<file path="src/rtl/elevator_task_scheduler_if.sv">
// Task request handshake between the request decoder and the elevator scheduler.
interface elevator_task_scheduler_if;
    logic        req_valid;
    logic [1:0]  req_type;
    logic [15:0] req_plate;
    logic [2:0]  req_src;
    logic [2:0]  req_dst;
    logic        req_ready;

    modport master (
        output req_valid, req_type, req_plate, req_src, req_dst,
        input  req_ready
    );

    modport slave (
        input  req_valid, req_type, req_plate, req_src, req_dst,
        output req_ready
    );
endinterface

</file>
<file path="src/rtl/elevator_task_scheduler.sv">
// Elevator task sequencer: a normal IN/OUT FIFO plus one high-priority leak slot;
// each task travels to the source floor, loads, travels to the destination, unloads.
module elevator_task_scheduler #(
    parameter int DEPTH = 4,
    parameter int PTR_W = 2
) (
    input  logic                     clock,
    input  logic                     reset,
    elevator_task_scheduler_if.slave req,
    output logic [2:0]               current_floor,
    output logic [15:0]              moving,
    output logic [2:0]               target_floor,
    output logic                     todo_exists,
    output logic                     todo_in,
    output logic                     todo_out,
    output logic                     todo_leak_move,
    output logic [15:0]              todo_license_plate,
    output logic                     task_done,
    output logic [PTR_W:0]           fifo_count
);

    typedef enum logic [2:0] {
        S_IDLE   = 3'd0,
        S_GO_SRC = 3'd1,
        S_LOAD   = 3'd2,
        S_GO_DST = 3'd3,
        S_UNLOAD = 3'd4
    } state_t;

    state_t r_state, w_state_next;

    logic [1:0]  r_fifo_type  [DEPTH];
    logic [15:0] r_fifo_plate [DEPTH];
    logic [2:0]  r_fifo_src   [DEPTH];
    logic [2:0]  r_fifo_dst   [DEPTH];
    logic [PTR_W-1:0] r_wr_ptr, r_rd_ptr;
    logic [PTR_W:0]   r_count;

    logic        r_leak_valid;
    logic [15:0] r_leak_plate;
    logic [2:0]  r_leak_src, r_leak_dst;

    logic [2:0]  r_task_src, r_task_dst;
    logic [2:0]  r_current_floor;
    logic [15:0] r_moving;
    logic        r_todo_exists, r_todo_in, r_todo_out, r_todo_leak_move;
    logic [15:0] r_todo_license_plate;
    logic        r_task_done;

    logic w_full, w_empty, w_take_leak, w_pop, w_req_ready;
    logic w_push_fifo, w_push_leak;
    logic [2:0] w_target_floor;

    function automatic logic [2:0] step_toward(input logic [2:0] cur, input logic [2:0] goal);
        if (cur < goal)
            return cur + 3'd1;
        else if (cur > goal)
            return cur - 3'd1;
        return cur;
    endfunction

    assign w_full      = (r_count == (PTR_W+1)'(DEPTH));
    assign w_empty     = (r_count == '0);
    assign w_take_leak = (r_state == S_IDLE) && r_leak_valid;
    assign w_pop       = (r_state == S_IDLE) && !r_leak_valid && !w_empty;

    // A full FIFO still accepts a push on the same edge the head is popped.
    always_comb begin
        w_req_ready = 1'b0;
        case (req.req_type)
            2'd0, 2'd1: w_req_ready = !w_full || w_pop;
            2'd2:       w_req_ready = !r_leak_valid;
            default:    w_req_ready = 1'b0;
        endcase
    end

    assign req.req_ready = w_req_ready;
    assign w_push_fifo   = req.req_valid && w_req_ready && (req.req_type == 2'd0 || req.req_type == 2'd1);
    assign w_push_leak   = req.req_valid && w_req_ready && (req.req_type == 2'd2);

    always_comb begin
        w_state_next   = r_state;
        w_target_floor = r_current_floor;
        case (r_state)
            S_IDLE: begin
                if (w_take_leak || w_pop)
                    w_state_next = S_GO_SRC;
            end
            S_GO_SRC: begin
                w_target_floor = r_task_src;
                if (r_current_floor == r_task_src)
                    w_state_next = S_LOAD;
            end
            S_LOAD: begin
                w_target_floor = r_task_dst;
                w_state_next   = S_GO_DST;
            end
            S_GO_DST: begin
                w_target_floor = r_task_dst;
                if (r_current_floor == r_task_dst)
                    w_state_next = S_UNLOAD;
            end
            S_UNLOAD: begin
                w_state_next = S_IDLE;
            end
            default: w_state_next = S_IDLE;
        endcase
    end

    always_ff @(posedge clock) begin
        if (!reset) begin
            r_state              <= S_IDLE;
            r_wr_ptr             <= '0;
            r_rd_ptr             <= '0;
            r_count              <= '0;
            r_leak_valid         <= 1'b0;
            r_current_floor      <= 3'd0;
            r_moving             <= 16'd0;
            r_todo_exists        <= 1'b0;
            r_todo_in            <= 1'b0;
            r_todo_out           <= 1'b0;
            r_todo_leak_move     <= 1'b0;
            r_todo_license_plate <= 16'd0;
            r_task_done          <= 1'b0;
        end else begin
            r_state     <= w_state_next;
            r_task_done <= (r_state == S_UNLOAD);

            if (w_push_fifo)
                r_wr_ptr <= r_wr_ptr + PTR_W'(1);
            if (w_pop)
                r_rd_ptr <= r_rd_ptr + PTR_W'(1);
            case ({w_push_fifo, w_pop})
                2'b10:   r_count <= r_count + (PTR_W+1)'(1);
                2'b01:   r_count <= r_count - (PTR_W+1)'(1);
                default: r_count <= r_count;
            endcase

            if (w_push_leak)
                r_leak_valid <= 1'b1;
            else if (w_take_leak)
                r_leak_valid <= 1'b0;

            case (r_state)
                S_IDLE: begin
                    if (w_take_leak) begin
                        r_todo_exists        <= 1'b1;
                        r_todo_leak_move     <= 1'b1;
                        r_todo_license_plate <= r_leak_plate;
                    end else if (w_pop) begin
                        r_todo_exists        <= 1'b1;
                        r_todo_in            <= (r_fifo_type[r_rd_ptr] == 2'd0);
                        r_todo_out           <= (r_fifo_type[r_rd_ptr] == 2'd1);
                        r_todo_license_plate <= r_fifo_plate[r_rd_ptr];
                    end
                end
                S_GO_SRC: r_current_floor <= step_toward(r_current_floor, r_task_src);
                S_LOAD:   r_moving        <= r_todo_license_plate;
                S_GO_DST: r_current_floor <= step_toward(r_current_floor, r_task_dst);
                S_UNLOAD: begin
                    r_moving             <= 16'd0;
                    r_todo_exists        <= 1'b0;
                    r_todo_in            <= 1'b0;
                    r_todo_out           <= 1'b0;
                    r_todo_leak_move     <= 1'b0;
                    r_todo_license_plate <= 16'd0;
                end
                default: ;
            endcase
        end
    end

    // Payload storage carries no reset; validity lives in the pointers and flags above.
    always_ff @(posedge clock) begin
        if (w_push_fifo) begin
            r_fifo_type[r_wr_ptr]  <= req.req_type;
            r_fifo_plate[r_wr_ptr] <= req.req_plate;
            r_fifo_src[r_wr_ptr]   <= req.req_src;
            r_fifo_dst[r_wr_ptr]   <= req.req_dst;
        end
        if (w_push_leak) begin
            r_leak_plate <= req.req_plate;
            r_leak_src   <= req.req_src;
            r_leak_dst   <= req.req_dst;
        end
        if (w_take_leak) begin
            r_task_src <= r_leak_src;
            r_task_dst <= r_leak_dst;
        end else if (w_pop) begin
            r_task_src <= r_fifo_src[r_rd_ptr];
            r_task_dst <= r_fifo_dst[r_rd_ptr];
        end
    end

    assign current_floor      = r_current_floor;
    assign moving             = r_moving;
    assign target_floor       = w_target_floor;
    assign todo_exists        = r_todo_exists;
    assign todo_in            = r_todo_in;
    assign todo_out           = r_todo_out;
    assign todo_leak_move     = r_todo_leak_move;
    assign todo_license_plate = r_todo_license_plate;
    assign task_done          = r_task_done;
    assign fifo_count         = r_count;

endmodule

</file>
<file path="src/flat_wrapper.sv">
// flat-port wrapper written by rule: the top's interface ports become plain ports
module elevator_task_scheduler_flat 
#(
    parameter int DEPTH = 4,
    parameter int PTR_W = 2
)
  (clock, reset, current_floor, moving, target_floor, todo_exists, todo_in, todo_out, todo_leak_move, todo_license_plate, task_done, fifo_count, req_req_valid, req_req_type, req_req_plate, req_req_src, req_req_dst, req_req_ready);
  elevator_task_scheduler_if req_i ();
  input  logic clock;
  input  logic reset;
  output logic [2:0] current_floor;
  output logic [15:0] moving;
  output logic [2:0] target_floor;
  output logic todo_exists;
  output logic todo_in;
  output logic todo_out;
  output logic todo_leak_move;
  output logic [15:0] todo_license_plate;
  output logic task_done;
  output logic [PTR_W:0] fifo_count;
  input wire logic [$bits(req_i.req_valid)-1:0] req_req_valid;
  input wire logic [$bits(req_i.req_type)-1:0] req_req_type;
  input wire logic [$bits(req_i.req_plate)-1:0] req_req_plate;
  input wire logic [$bits(req_i.req_src)-1:0] req_req_src;
  input wire logic [$bits(req_i.req_dst)-1:0] req_req_dst;
  output wire logic [$bits(req_i.req_ready)-1:0] req_req_ready;
  assign req_i.req_valid = req_req_valid;
  assign req_i.req_type = req_req_type;
  assign req_i.req_plate = req_req_plate;
  assign req_i.req_src = req_req_src;
  assign req_i.req_dst = req_req_dst;
  assign req_req_ready = req_i.req_ready;
  elevator_task_scheduler #(.DEPTH(DEPTH), .PTR_W(PTR_W)) u_core (.clock(clock), .reset(reset), .req(req_i), .current_floor(current_floor), .moving(moving), .target_floor(target_floor), .todo_exists(todo_exists), .todo_in(todo_in), .todo_out(todo_out), .todo_leak_move(todo_leak_move), .todo_license_plate(todo_license_plate), .task_done(task_done), .fifo_count(fifo_count));
endmodule
</file>
<file path="config.mk">
export PLATFORM = sky130hd
export DESIGN_NAME = elevator_task_scheduler_flat
export DESIGN_NICKNAME = d
export VERILOG_FILES = /design/src/rtl/elevator_task_scheduler_if.sv /design/src/rtl/elevator_task_scheduler.sv /design/src/flat_wrapper.sv
export SDC_FILE = /design/constraint.sdc
export NUM_CORES = 1
export LEC_CHECK = 0
export CORE_MARGIN = 2
export CORE_UTILIZATION = 40
export DETAILED_ROUTE_END_ITERATION = 8
export PLACE_DENSITY = 0.59
export SYNTH_ARGS = -nofsm -noshare
export SYNTH_HDL_FRONTEND = slang
export SYNTH_SLANG_ARGS = --single-unit
</file>
<file path="constraint.sdc">
create_clock -name clock -period 6.4 [get_ports clock]
set_clock_uncertainty 0.2 [all_clocks]
set_input_delay 1.28 -clock clock [delete_from_list [all_inputs] [get_ports clock]]
set_output_delay 1.28 -clock clock [all_outputs]
set_load 0.01 [all_outputs]
</file>
# Yosys cells after proc, flatten, opt, wreduce, memory -nomap -nowiden
# Memories as Yosys holds them, arrays and structs flattened. A register that Yosys moved wholly into a read port is not among the register bits.
# Index checks and enable logic that the tools add are counted.
[word_totals]
regBits = 79
latch_bits = 0
ram_bits = 96
rom_bits = 0
in_bits = 27
output_inout_bits = 47
n_memories = 4
[memory_table]
columns = ["name", "words", "width", "rd", "rd_ports_with_merged_regs", "wr", "line", "source"]
rows = [
  ["u_core.r_fifo_plate", 4, 16, 1, 1, 1, "elevator_task_scheduler.sv:33", "logic [15:0] r_fifo_plate [DEPTH];"],
  ["u_core.r_fifo_dst", 4, 3, 1, 1, 1, "elevator_task_scheduler.sv:35", "logic [2:0] r_fifo_dst [DEPTH];"],
  ["u_core.r_fifo_src", 4, 3, 1, 1, 1, "elevator_task_scheduler.sv:34", "logic [2:0] r_fifo_src [DEPTH];"],
  ["u_core.r_fifo_type", 4, 2, 1, 1, 1, "elevator_task_scheduler.sv:32", "logic [1:0] r_fifo_type [DEPTH];"],
]
[op_classes]
n_addsub = 6
n_mul = 0
div_mod_pow = 0
order_cmp = 4
eq_ne = 21
shifts = 0
muxes = 53
n_bitwise = 0
reduce_logical = 29
[op_table]
columns = ["op", "count"]
rows = [
  ["case mux 16 bit (2 select lines)", 2],
  ["two-way mux 3 bit", 13],
  ["two-way mux 16 bit", 2],
  ["two-way mux 1 bit", 19],
  ["case mux 3 bit (2 select lines)", 3],
  ["two-way mux 2 bit", 8],
  ["inequality test 2 x 1 -> 1 bit, second input constant", 6],
  ["case mux 3 bit (4 select lines)", 1],
  ["nonzero test 2 bit", 6],
  ["case mux 1 bit (2 select lines)", 5],
  ["AND reduction 3 bit", 3],
  ["adder 3 x 1 -> 3 bit, second input constant", 2],
  ["equality test 2 x 1 -> 1 bit, second input constant", 3],
  ["equality test 3 x 2 -> 1 bit, second input constant", 2],
  ["equality test 3 bit", 2],
  ["equality test 3 bit, second input constant", 2],
  ["> comparator 3 bit", 2],
  ["logical AND 1 bit", 6],
  ["zero test 3 bit", 2],
  ["less-than comparator 3 bit", 2],
  ["subtractor 3 x 1 -> 3 bit, second input constant", 2],
  ["adder 2 x 1 -> 2 bit, second input constant", 2],
  ["equality test 2 bit, second input constant", 2],
  ["zero test 2 bit", 2],
  ["7 further kinds", 14],
]

# Depth between registers and ports, before layout
# Gate-level depths: netlist of the first run.
[logic_depth]
depth_word = 9
mapped_depth = 11

# Worst setup path before layout of the first run
# No wires, ideal clock.
[synth_path]
kind = "input-to-reg"
startpoint = "input req_req_valid"
endpoint = "register u_core.r_leak_dst[0], enable pin"
setup_ps = 431
arrival_time_ps = 2901
setup_slack_ps = 2868
stages = 2
path_buffers = 0
cell_sequence = "nand2_1 nor3_1"
[synth_between]
elab_chain_cells = 2
[synth_rtl]
columns = ["element", "line", "source"]
rows = [
  ["from (decl)", "flat_wrapper.sv:21", "input wire logic [$bits(req_i.req_valid)-1:0] req_req_valid;"],
  ["logical AND 1 bit (2 in series)", "elevator_task_scheduler.sv:79", "assign w_push_leak = req.req_valid && w_req_ready && (req.req_type == 2'd2);"],
  ["net u_core.w_push_leak", "elevator_task_scheduler.sv:51", "logic w_push_fifo, w_push_leak;"],
  ["to (signal assigned)", "elevator_task_scheduler.sv:184", "r_leak_dst <= req.req_dst;"],
  ["to (decl)", "elevator_task_scheduler.sv:41", "logic [2:0] r_leak_src, r_leak_dst;"],
]
# The timed path passes the listed nets, and every way through them passes these cells.
# A chain may end at the register's enable or synchronous reset.

# Worst setup path in the final report of the first run
[layout_path]
startpoint = "input req_req_type[1]"
endpoint = "output req_req_ready"
[layout_between]
elab_chain_cells = 3
word_cells_on_any_way = 5
[layout_rtl]
columns = ["element", "line", "source"]
rows = [
  ["from (decl)", "flat_wrapper.sv:22", "input wire logic [$bits(req_i.req_type)-1:0] req_req_type;"],
  ["equality test 2 x 1 -> 1 bit or zero test 2 bit (tied branches)", "elevator_task_scheduler.sv:70", "case (req.req_type)"],
  ["OR reduction 2 bit", "elevator_task_scheduler.sv:70", ""],
  ["case mux 1 bit (2 select lines) *", "elevator_task_scheduler.sv:70", ""],
  ["to (decl)", "flat_wrapper.sv:26", "output wire logic [$bits(req_i.req_ready)-1:0] req_req_ready;"],
]
# Every way passes the cells marked *; elsewhere a longest branch is shown, timed or not.

==> results of run 1 <==
[state kept, by name (all words and copies together) (netlist names), 3 cells and up, named ones only]
name	flops
u_core.r_fifo_plate	64
u_core.moving	16
u_core.r_leak_plate	16
u_core.todo_license_plate	16
u_core.r_fifo_dst	12
u_core.r_fifo_src	12
u_core.r_fifo_type	8
u_core.current_floor	3
u_core.fifo_count	3
u_core.r_leak_dst	3
u_core.r_leak_src	3
u_core.r_state	3
u_core.r_task_dst	3
u_core.r_task_src	3
[logic make-up (layout without fill, tap and decap cells)]
| group | count (synthesis) | in the layout | synth area share |
|---|---|---|---|
| compound gates | 83 | 83 | 0.0785 |
| xor+xnor | 7 | 7 | 0.00873 |
| fa+ha+maj | 14 | 14 | 0.0260 |
| buf+inv | 42 | 131 | 0.0276 |
| flops | 177 | 177 | 0.681 |
| mux | 33 | 33 | 0.0915 |
| simple gates | 120 | 120 | 0.0866 |
[worst reg2reg max path, stage by stage, from the launching register on]
cell	delay, ns
dfxtp_1	0.63
or3_4	0.53
nor3_4	0.81
o21a_2	0.34
and2_1	0.57
buf_4	0.36
[worst max path at each step]
stage | cells after the start | endpoint | from | slack [ns]
after detailed placement | 5 | req_req_ready | req_req_type[1] | 1.90
after global placement | 5 | req_req_ready | req_req_type[1] | 1.94
final | 5 | req_req_ready | req_req_type[1] | 1.92
after global routing | 5 | req_req_ready | req_req_type[1] | 1.84
after CTS | 5 | req_req_ready | req_req_type[1] | 1.90
after floorplan | 2 | u_core.r_leak_dst[0] | req_req_valid | 2.87
[report_power, final]
part | internal, mW | switching [mW]
registers | 1.37 | 0.140
clock network | 0.586 | 0.426
logic | 0.447 | 0.459
[per-stage QoR]
| step | utilization | area (sq um) | total power, mW | hold slack [ns] |
|---|---|---|---|---|
| floorplan | - | 7030 | 2.09 | 0.269 |
| global placement | 0.463 | 7990 | 2.43 | 0.283 |
| detailed placement | 0.463 | 7990 | 2.45 | 0.283 |
| CTS | 0.497 | 8570 | 3.47 | 0.310 |
| global route | 0.497 | 8570 | 3.61 | 0.334 |
| finish | 0.497 | 8570 | 3.43 | 0.315 |
[cell type report]
type / instances / area, sq um
sequential: 177 / 4780
inverter: 15 / 56.3
clock inverter: 12 / 131
multi-input combinational: 257 / 2050
clock buffer: 20 / 447
timing repair buffer: 84 / 813
tap: 225 / 282
fill: 1438 / 8670
[per-layer routing]
layer / share of wire / vias up / global-route usage
met2: 0.49 / 109 / 0.272
met1: 0.45 / 2099 / 0.224
met5: 0 / - / 0
li1: - / 1953 / -
met4: 0.011 / 0 / 0.0613
met3: 0.046 / 14 / 0.0359
[cells in the mapped netlist (2+ instances only)]
| master | instances | area (sq um) |
|---|---|---|
| edfxtp_1 | 124 | 3720 |
| nor2_1 | 62 | 233 |
| dfxtp_1 | 53 | 1060 |
| a21oi_1 | 39 | 195 |
| mux4_2 | 24 | 541 |
| nor2b_1 | 20 | 125 |
| a222oi_1 | 16 | 160 |
| inv_1 | 15 | 56.3 |
| clkbuf_1 | 14 | 52.6 |
| o21ai_0 | 14 | 70.1 |
| ha_1 | 13 | 163 |
| nand2_1 | 8 | 30.0 |
| mux2_2 | 6 | 67.6 |
| and2_1 | 5 | 31.3 |
| buf_2 | 5 | 25.0 |
| a22oi_1 | 4 | 30.0 |
| buf_4 | 4 | 30.0 |
| nor3_1 | 4 | 20.0 |
| xnor2_1 | 4 | 35.0 |
| nand2b_1 | 3 | 18.8 |
| xor2_1 | 3 | 26.3 |
| a21o_1 | 2 | 15.0 |
| and3_1 | 2 | 12.5 |
| and3b_1 | 2 | 17.5 |
| buf_1 | 2 | 7.51 |
| buf_6 | 2 | 22.5 |
| mux2i_1 | 2 | 20.0 |
| nand4_1 | 2 | 12.5 |
==> metrics.yaml, run 1 <==
outcome: "finished clean"
start_kind: "primary input"
finalCritPeriodShare: 0.700
ys.flop_type: "edfxtp_1"
syn_inst: 476
slew_headroom: 0.344
hold_path.class: "flip-flop to flip-flop"
hold_violations: 0
synth_area_per_cell_sq_um: 14.8
die_h_microns: 137
criticalPathCategory: "primary input to output port"
finalNonFillerCells: 790
drcViolationCount: 0
final_cell_mix: "124 x edfxtp_1, 73 x clkdlybuf4s50_1, 62 x nor2_1"
wl_per_cell_microns: 18.8
synth_nets: 517
max_stage_delay_ns: 0.58
setup_viol: 0
layout_setup_ws_ns: 1.92
reg2reg_depth: 5
pin_count: 74
dieArea_sq_um: 18600
hold_end: "u_core.todo_license_plate[5]"
grt_max_degree: 34
r2r_slack_ns: 2.65
crit_buf_inv: 3
num_rows: 48
worst_path_max_delay_cell: "clkdlybuf4s50_1"
cts_tree: "yes"
power.leakage_nw: 2.95
power.density_nw_per_um2: 400
initialDrtViolationCount: 402
crit_top_cell: "clkdlybuf4s50_1"
cts.sinks: 177
fp.dieW_microns: 137
yosysUniqueCellTypes: 50
dp_cells: 758
period_needed_ns: 4.48
grt_usage: 0.168
layout_commonest_cell: "edfxtp_1"
cts_setup_buffers: 0
cp-end-kind: "output port"
cts_resized: 0
rsz0062_at_grt: "false"
vias_per_cell: 5.28
clk_latency_ns: 0.43
clk_pin_slew_ns: 0.06
setup_tns_ns: 0
critPathMaxFanout: 7
r2r_end: "u_core.r_fifo_src[0][0]"
synth_edf_count: 124
antenna_found_initial: 0
ys_warn_count: 0
cpLargestDelayFamily: "buffers and inverters"
maxCapViolCount: 0
core_area_sq_um: 17200
initial_core_util: 0.408
wl_mm: 14.8
ys_ff_latch: 177
grt_pass1_vias: 4139
cts_hold_buffers: 0
port-buffer-count: 73
holdPathStages: 2
ctsHtreeMaxLevel: 4
crit_chain: "clkdlybuf4s50_1, inv_1, mux2_4, a2bb2o_4, clkdlybuf4s50_1"
r2r-start: "u_core.r_state[1]"
vias: 4175
area_growth_pct: 21.9
ctsRootBufferMaster: "clkbuf_16"
async_flop_share: 0
worst_pin_slew_ns: 0.980
drive_above_1_share: 0.145
grt_overflow: 0
antenna_cells: 0
syn_area_sq_um: 7030
grt_first_pass_wirelength_mm: 23.0
dr.pass1.iters: 5
synth_seq_area_share: 0.681
final_nets: 593
place_congestion: 0.800
cts_made_buffers: 17
clockBufferDepth: 2
ant_nets: 0
final_max_slew_viol_count: 0
crit_arrival_ns: 3.00
required_ns: 4.92
post-dp-hpwl_mm: 9.47
fmax_mhz: 223
ir_drop_mv: 0.218
post-place-ws_ns: 1.90
hp-start: "u_core.r_leak_plate[5]"
No activity file was read; power rests on OpenSTA's default activity.
==> run 2, diff against run 1 <==
Settings changed: PLACE_DENSITY 0.59 to 0.61.
Clock period 6.4 ns to 3.6 ns, I/O delays scaled along.
==> metrics.yaml, run 2 (synthesis results as in run 1) <==
critPathMaxFanout: 11  # +4
final_nets: 599  # +1.0%
num_rows: 48  # unchanged
clockBufferDepth: 2  # unchanged
post-place-ws_ns: 0.301  # -1.60 ns
antenna_cells: 0  # unchanged
wl_mm: 15.0  # +0.92%
crit_buf_inv: 1  # -2
crit_arrival_ns: 2.58  # -0.42 ns
worst_path_max_delay_cell: "clkdlybuf4s50_1"
drcViolationCount: 0  # unchanged
required_ns: 2.68  # -2.24 ns
clk_latency_ns: 0.43  # about the same
port-buffer-count: 73  # unchanged
dr.pass1.iters: 6  # +1
hold_path.class: "flip-flop to flip-flop"
worst_pin_slew_ns: 0.837  # -0.144 ns
fp.dieW_microns: 137  # unchanged
ctsHtreeMaxLevel: 4  # unchanged
comb_power_share: 0.272  # +0.008
initial_core_util: 0.408  # unchanged
grt_first_pass_wirelength_mm: 22.9  # -0.54%
clk_pin_slew_ns: 0.06  # about the same
hold_violations: 0  # unchanged
max_stage_delay_ns: 0.53  # -0.05 ns
power.leakage_nw: 2.96  # +0.55%
nFillCells: 1412  # -1.8%
rsz0062_at_grt: "false"
setup_viol: 0  # unchanged
layout_setup_ws_ns: 0.104  # -1.82 ns
final_max_slew_viol_count: 0  # unchanged
finalNonFillerCells: 795  # +0.63%
cts_tree: "yes"
grt_overflow: 0  # unchanged
ir_drop_mv: 0.369  # +69%
clkPwrFrac: 0.287  # -0.008
place_congestion: 0.796  # -0.55%
largest-register: "u_core.r_fifo_plate"
start_kind: "flip-flop"
p_sw_frac: 0.296  # -0.00217
grt_pass1_vias: 4168  # +0.70%
cts_made_buffers: 17  # unchanged
cts_hold_buffers: 0  # unchanged
cts_setup_buffers: 0  # unchanged
core_area_sq_um: 17200  # unchanged
power.switching_mw: 1.80  # +76%
crit_chain: "or3_4, or2_4, mux2_4, a2bb2o_4, clkdlybuf4s50_1"
grt_usage: 0.167  # -0.00127
outcome: "finished clean"
cts_resized: 0  # unchanged
ant_nets: 0  # unchanged
cts.sinks: 177  # unchanged
grt_max_degree: 33  # -2.9%
die_h_microns: 137  # unchanged
antenna_found_initial: 0  # unchanged
fin_hold_ws_ns: 0.304  # -0.0114 ns
post-dp-hpwl_mm: 9.61  # +1.5%
initialDrtViolationCount: 412  # +2.5%
vias_per_cell: 5.26  # -0.44%
dieArea_sq_um: 18600  # unchanged
dp_cells: 764  # +0.79%
final_cell_mix: "124 x edfxtp_1, 73 x clkdlybuf4s50_1, 62 x nor2_1"
layout_commonest_cell: "edfxtp_1"
period_needed_ns: 3.50
drive_above_1_share: 0.146  # +0.000481
largest_reg_flops: 64  # unchanged
p_int_mw: 4.27  # +77%
cp-end-kind: "output port"
vias: 4183  # +0.19%
fin_util: 0.498  # +0.00116
ctsRootBufferMaster: "clkbuf_16"
seqPwrFrac: 0.441  # about the same
slew_headroom: 0.436  # +0.0921
criticalPathCategory: "flip-flop to output port"
cpLargestDelayFamily: "simple AND/OR/NAND/NOR gates"
pin_count: 74  # unchanged
power.density_nw_per_um2: 706  # +76%
fmax_mhz: 286
area_growth_pct: 22.2
setup_tns_ns: 0  # unchanged
finalCritPeriodShare: 0.971
wl_per_cell_microns: 18.8  # +0.29%
maxCapViolCount: 0  # unchanged
==> run 2: changes by cell type in the layout (fill, tap and decap cells not counted), sizes merged <==
cell,change
clkinvlp,-1
clkbuf,+1
clkinv,+1
buf,+6
inv,-2
==> run 2: power groups by stage <==
stage	combinational [mW]	sequential (mW)	clock, mW
after floorplan	1.05	2.66	0
after global placement	1.62	2.71	0
after detailed placement	1.65	2.72	0
after CTS	1.66	2.67	1.77
after global routing	1.81	2.71	1.85
final	1.65	2.68	1.74
==> run 2: worst reg2reg max path: stages, from the launching register on <==
cell     delay [ns]
dfxtp_1        0.35
nor3_2         0.42
nor3_4         0.09
o21a_2         0.28
inv_1          0.09
ha_1           0.18
inv_1          0.06
fa_1           0.37
xor2_1         0.15
or3_1          0.30
a21oi_1        0.14
==> run 2: per-stage QoR <==
stage          total power, mW  cell area, sq um
6_report                  6.07              8590
5_1_grt                   6.36              8590
4_1_cts                   6.11              8590
3_5_place_dp              4.36              8030
3_3_place_gp              4.33              8030
2_1_floorplan             3.71              7030
==> run 2: metal layers <==
metal / vias to the layer above / global-route usage / wire [microns] / part of all wire
li1: 1959 / - / - / -
met1: 2080 / 0.232 / 6790 / 0.45
met2: 126 / 0.261 / 7060 / 0.47
met3: 18 / 0.0311 / 867 / 0.058
met4: 0 / 0.0637 / 246 / 0.016
met5: - / 0 / 0 / 0
==> run 2: cell type report <==
cell class | count | area (sq um) | share of cell area
Clock buffer | 21 | 440 | 0.0513
Clock inverter | 10 | 113 | 0.0131
Inverter | 15 | 56.3 | 0.00656
Multi-Input combinational cell | 257 | 2050 | 0.239
Sequential cell | 177 | 4780 | 0.557
Tap cell | 225 | 282 | 0.0328
Timing Repair Buffer | 90 | 858 | 0.100
==> run 2: worst paths after layout <==
| check | slack [ns] | cells past startpoint | to | startpoint |
|---|---|---|---|---|
| worst min-delay path | 0.30 | 2 | u_core.todo_leak_move | u_core.todo_leak_move |
| worst max register to register | 0.91 | 10 | u_core.fifo_count[2] | u_core.fifo_count[2] |
| worst max-delay path | 0.10 | 5 | req_req_ready | u_core.r_state[0] |
| worst min register to register | 0.30 | 2 | u_core.todo_leak_move | u_core.todo_leak_move |
==> run 3, diff against run 2 <==
Settings changed: CORE_UTILIZATION 40 to 45, PLACE_DENSITY 0.61 to 0.67.
==> metrics.yaml, run 3 (synthesis results as in run 1) <==
ctsRootBufferMaster: "clkbuf_16"
die_h_microns: 129  # -5.6%
cts_tree: "yes"
initial_core_util: 0.462  # +0.0545
drive_above_1_share: 0.163  # +0.0176
antenna_found_initial: 0  # unchanged
fmax_mhz: 285  # -0.19%
finalCritPeriodShare: 0.973  # +0.00185
post-dp-hpwl_mm: 9.43  # -1.9%
final_nets: 604  # +0.83%
power.leakage_nw: 3.05  # +2.9%
ir_drop_mv: 0.436  # +18%
clk_pin_slew_ns: 0.06  # about the same
place_congestion: 0.750  # -5.8%
clk_latency_ns: 0.43  # about the same
layout_commonest_cell: "edfxtp_1"
cts_resized: 0  # unchanged
vias_per_cell: 5.57  # +5.8%
clockBufferDepth: 2  # unchanged
dieArea_sq_um: 16600  # -11%
grt_pass1_vias: 4274  # +2.5%
grt_max_degree: 33  # unchanged
setup_viol: 0  # unchanged
largest_reg_flops: 64  # unchanged
antenna_cells: 0  # unchanged
final_max_slew_viol_count: 0  # unchanged
slew_headroom: 0.366  # -0.0705
cts_setup_buffers: 0  # unchanged
grt_overflow: 0  # unchanged
outcome: "finished clean"
criticalPathCategory: "flip-flop to output port"
drcViolationCount: 0  # unchanged
fin_hold_ws_ns: 0.308  # +0.00433 ns
rsz0062_at_grt: "false"
dr.pass1.iters: 7  # +1
final_cell_mix: "124 x edfxtp_1, 73 x clkdlybuf4s50_1, 62 x nor2_1"
worst_path_max_delay_cell: "clkdlybuf4s50_1"
required_ns: 2.68  # about the same
pin_count: 74  # unchanged
maxCapViolCount: 0  # unchanged
hold_path.class: "flip-flop to flip-flop"
cts.sinks: 177  # unchanged
wl_mm: 14.4  # -3.8%
area_growth_pct: 23.7
critPathMaxFanout: 11  # unchanged
worst_pin_slew_ns: 0.950  # +0.114 ns
start_kind: "flip-flop"
grt_first_pass_wirelength_mm: 23.0  # +0.76%
final_cell_area_sq_um: 8690  # +1.2%
placed_area_sq_um: 8040  # about the same
hold_violations: 0  # unchanged
grt_usage: 0.186  # +0.0192
cts_hold_buffers: 0  # unchanged
cp-end-kind: "output port"
vias: 4252  # +1.6%
num_rows: 45  # -6.3%
fp.dieW_microns: 129  # -5.6%
port-buffer-count: 73  # unchanged
crit_chain: "or3_4, or2_4, mux2_4, a2bb2o_4, clkdlybuf4s50_1"
setup_tns_ns: 0  # unchanged
max_stage_delay_ns: 0.53  # about the same
power.density_nw_per_um2: 724  # +2.5%
initialDrtViolationCount: 443  # +7.5%
largest-register: "u_core.r_fifo_plate"
ant_nets: 0  # unchanged
fin_util: 0.572  # +0.0735
cts_made_buffers: 17  # unchanged
period_needed_ns: 3.50  # +0.00664 ns
crit_arrival_ns: 2.58  # about the same
core_area_sq_um: 15200  # -12%
wl_per_cell_microns: 18.9  # +0.15%
ctsHtreeMaxLevel: 4  # unchanged
## run 3: cell types whose count changed in the layout (fill, tap and decap cells not counted)
cell,change
inv_4,+1
buf_12,+1
clkinvlp_4,-1
clkbuf_8,+3
clkbuf_16,+3
inv_6,+1
clkinv_1,-2
clkinv_2,-1
buf_4,+4
clkbuf_1,-3
## run 3: cell type report
type,count,area (sq um)
Inverter,15,56.3
Clock buffer,24,546
Multi-Input combinational cell,257,2050
Tap cell,188,235
Timing Repair Buffer,95,908
Clock inverter,8,108
Sequential cell,177,4780
Fill cell,1161,6510
## run 3: final timing paths
| check | start | to | slack (ns) | cells past startpoint |
|---|---|---|---|---|
| worst max register to register | u_core.r_state[0] | u_core.fifo_count[2] | 0.81 | 10 |
| worst min-delay path | u_core.r_leak_plate[8] | u_core.todo_license_plate[8] | 0.31 | 2 |
| worst min register to register | u_core.r_leak_plate[8] | u_core.todo_license_plate[8] | 0.31 | 2 |
| worst max-delay path | u_core.r_state[0] | req_req_ready | 0.1 | 5 |
## run 3: report_power, final
group / switching [mW] / internal [mW]
sequential: 0.239 / 2.44
clock: 0.744 / 1.21
combinational: 0.823 / 0.834
## run 3: per-stage QoR
stage,setup slack (ns),total power [mW],cells
6_report,0.0971,6.29,764
5_1_grt,0.0342,6.61,764
4_1_cts,0.0916,6.33,764
3_5_place_dp,0.301,4.38,732
3_3_place_gp,0.310,4.33,732
2_1_floorplan,0.628,3.71,476
## run 3: worst max-delay path, delay by kind of cell (launching register included)
family | cells | cell delay [ns]
and+or+nand+nor | 2 | 0.73
muxes | 1 | 0.26
AOI/OAI and AO/OA | 1 | 0.20
DFF | 1 | 0.41
buffers and inverters | 1 | 0.53
## run 3: per-layer routing
metal  track usage  up-vias  wire length, microns
met2         0.300      126                  6900
met3        0.0486       25                   688
li1              -     1974                     -
met4        0.0684        0                   283
met5             0        -                     0
met1         0.244     2127                  6530
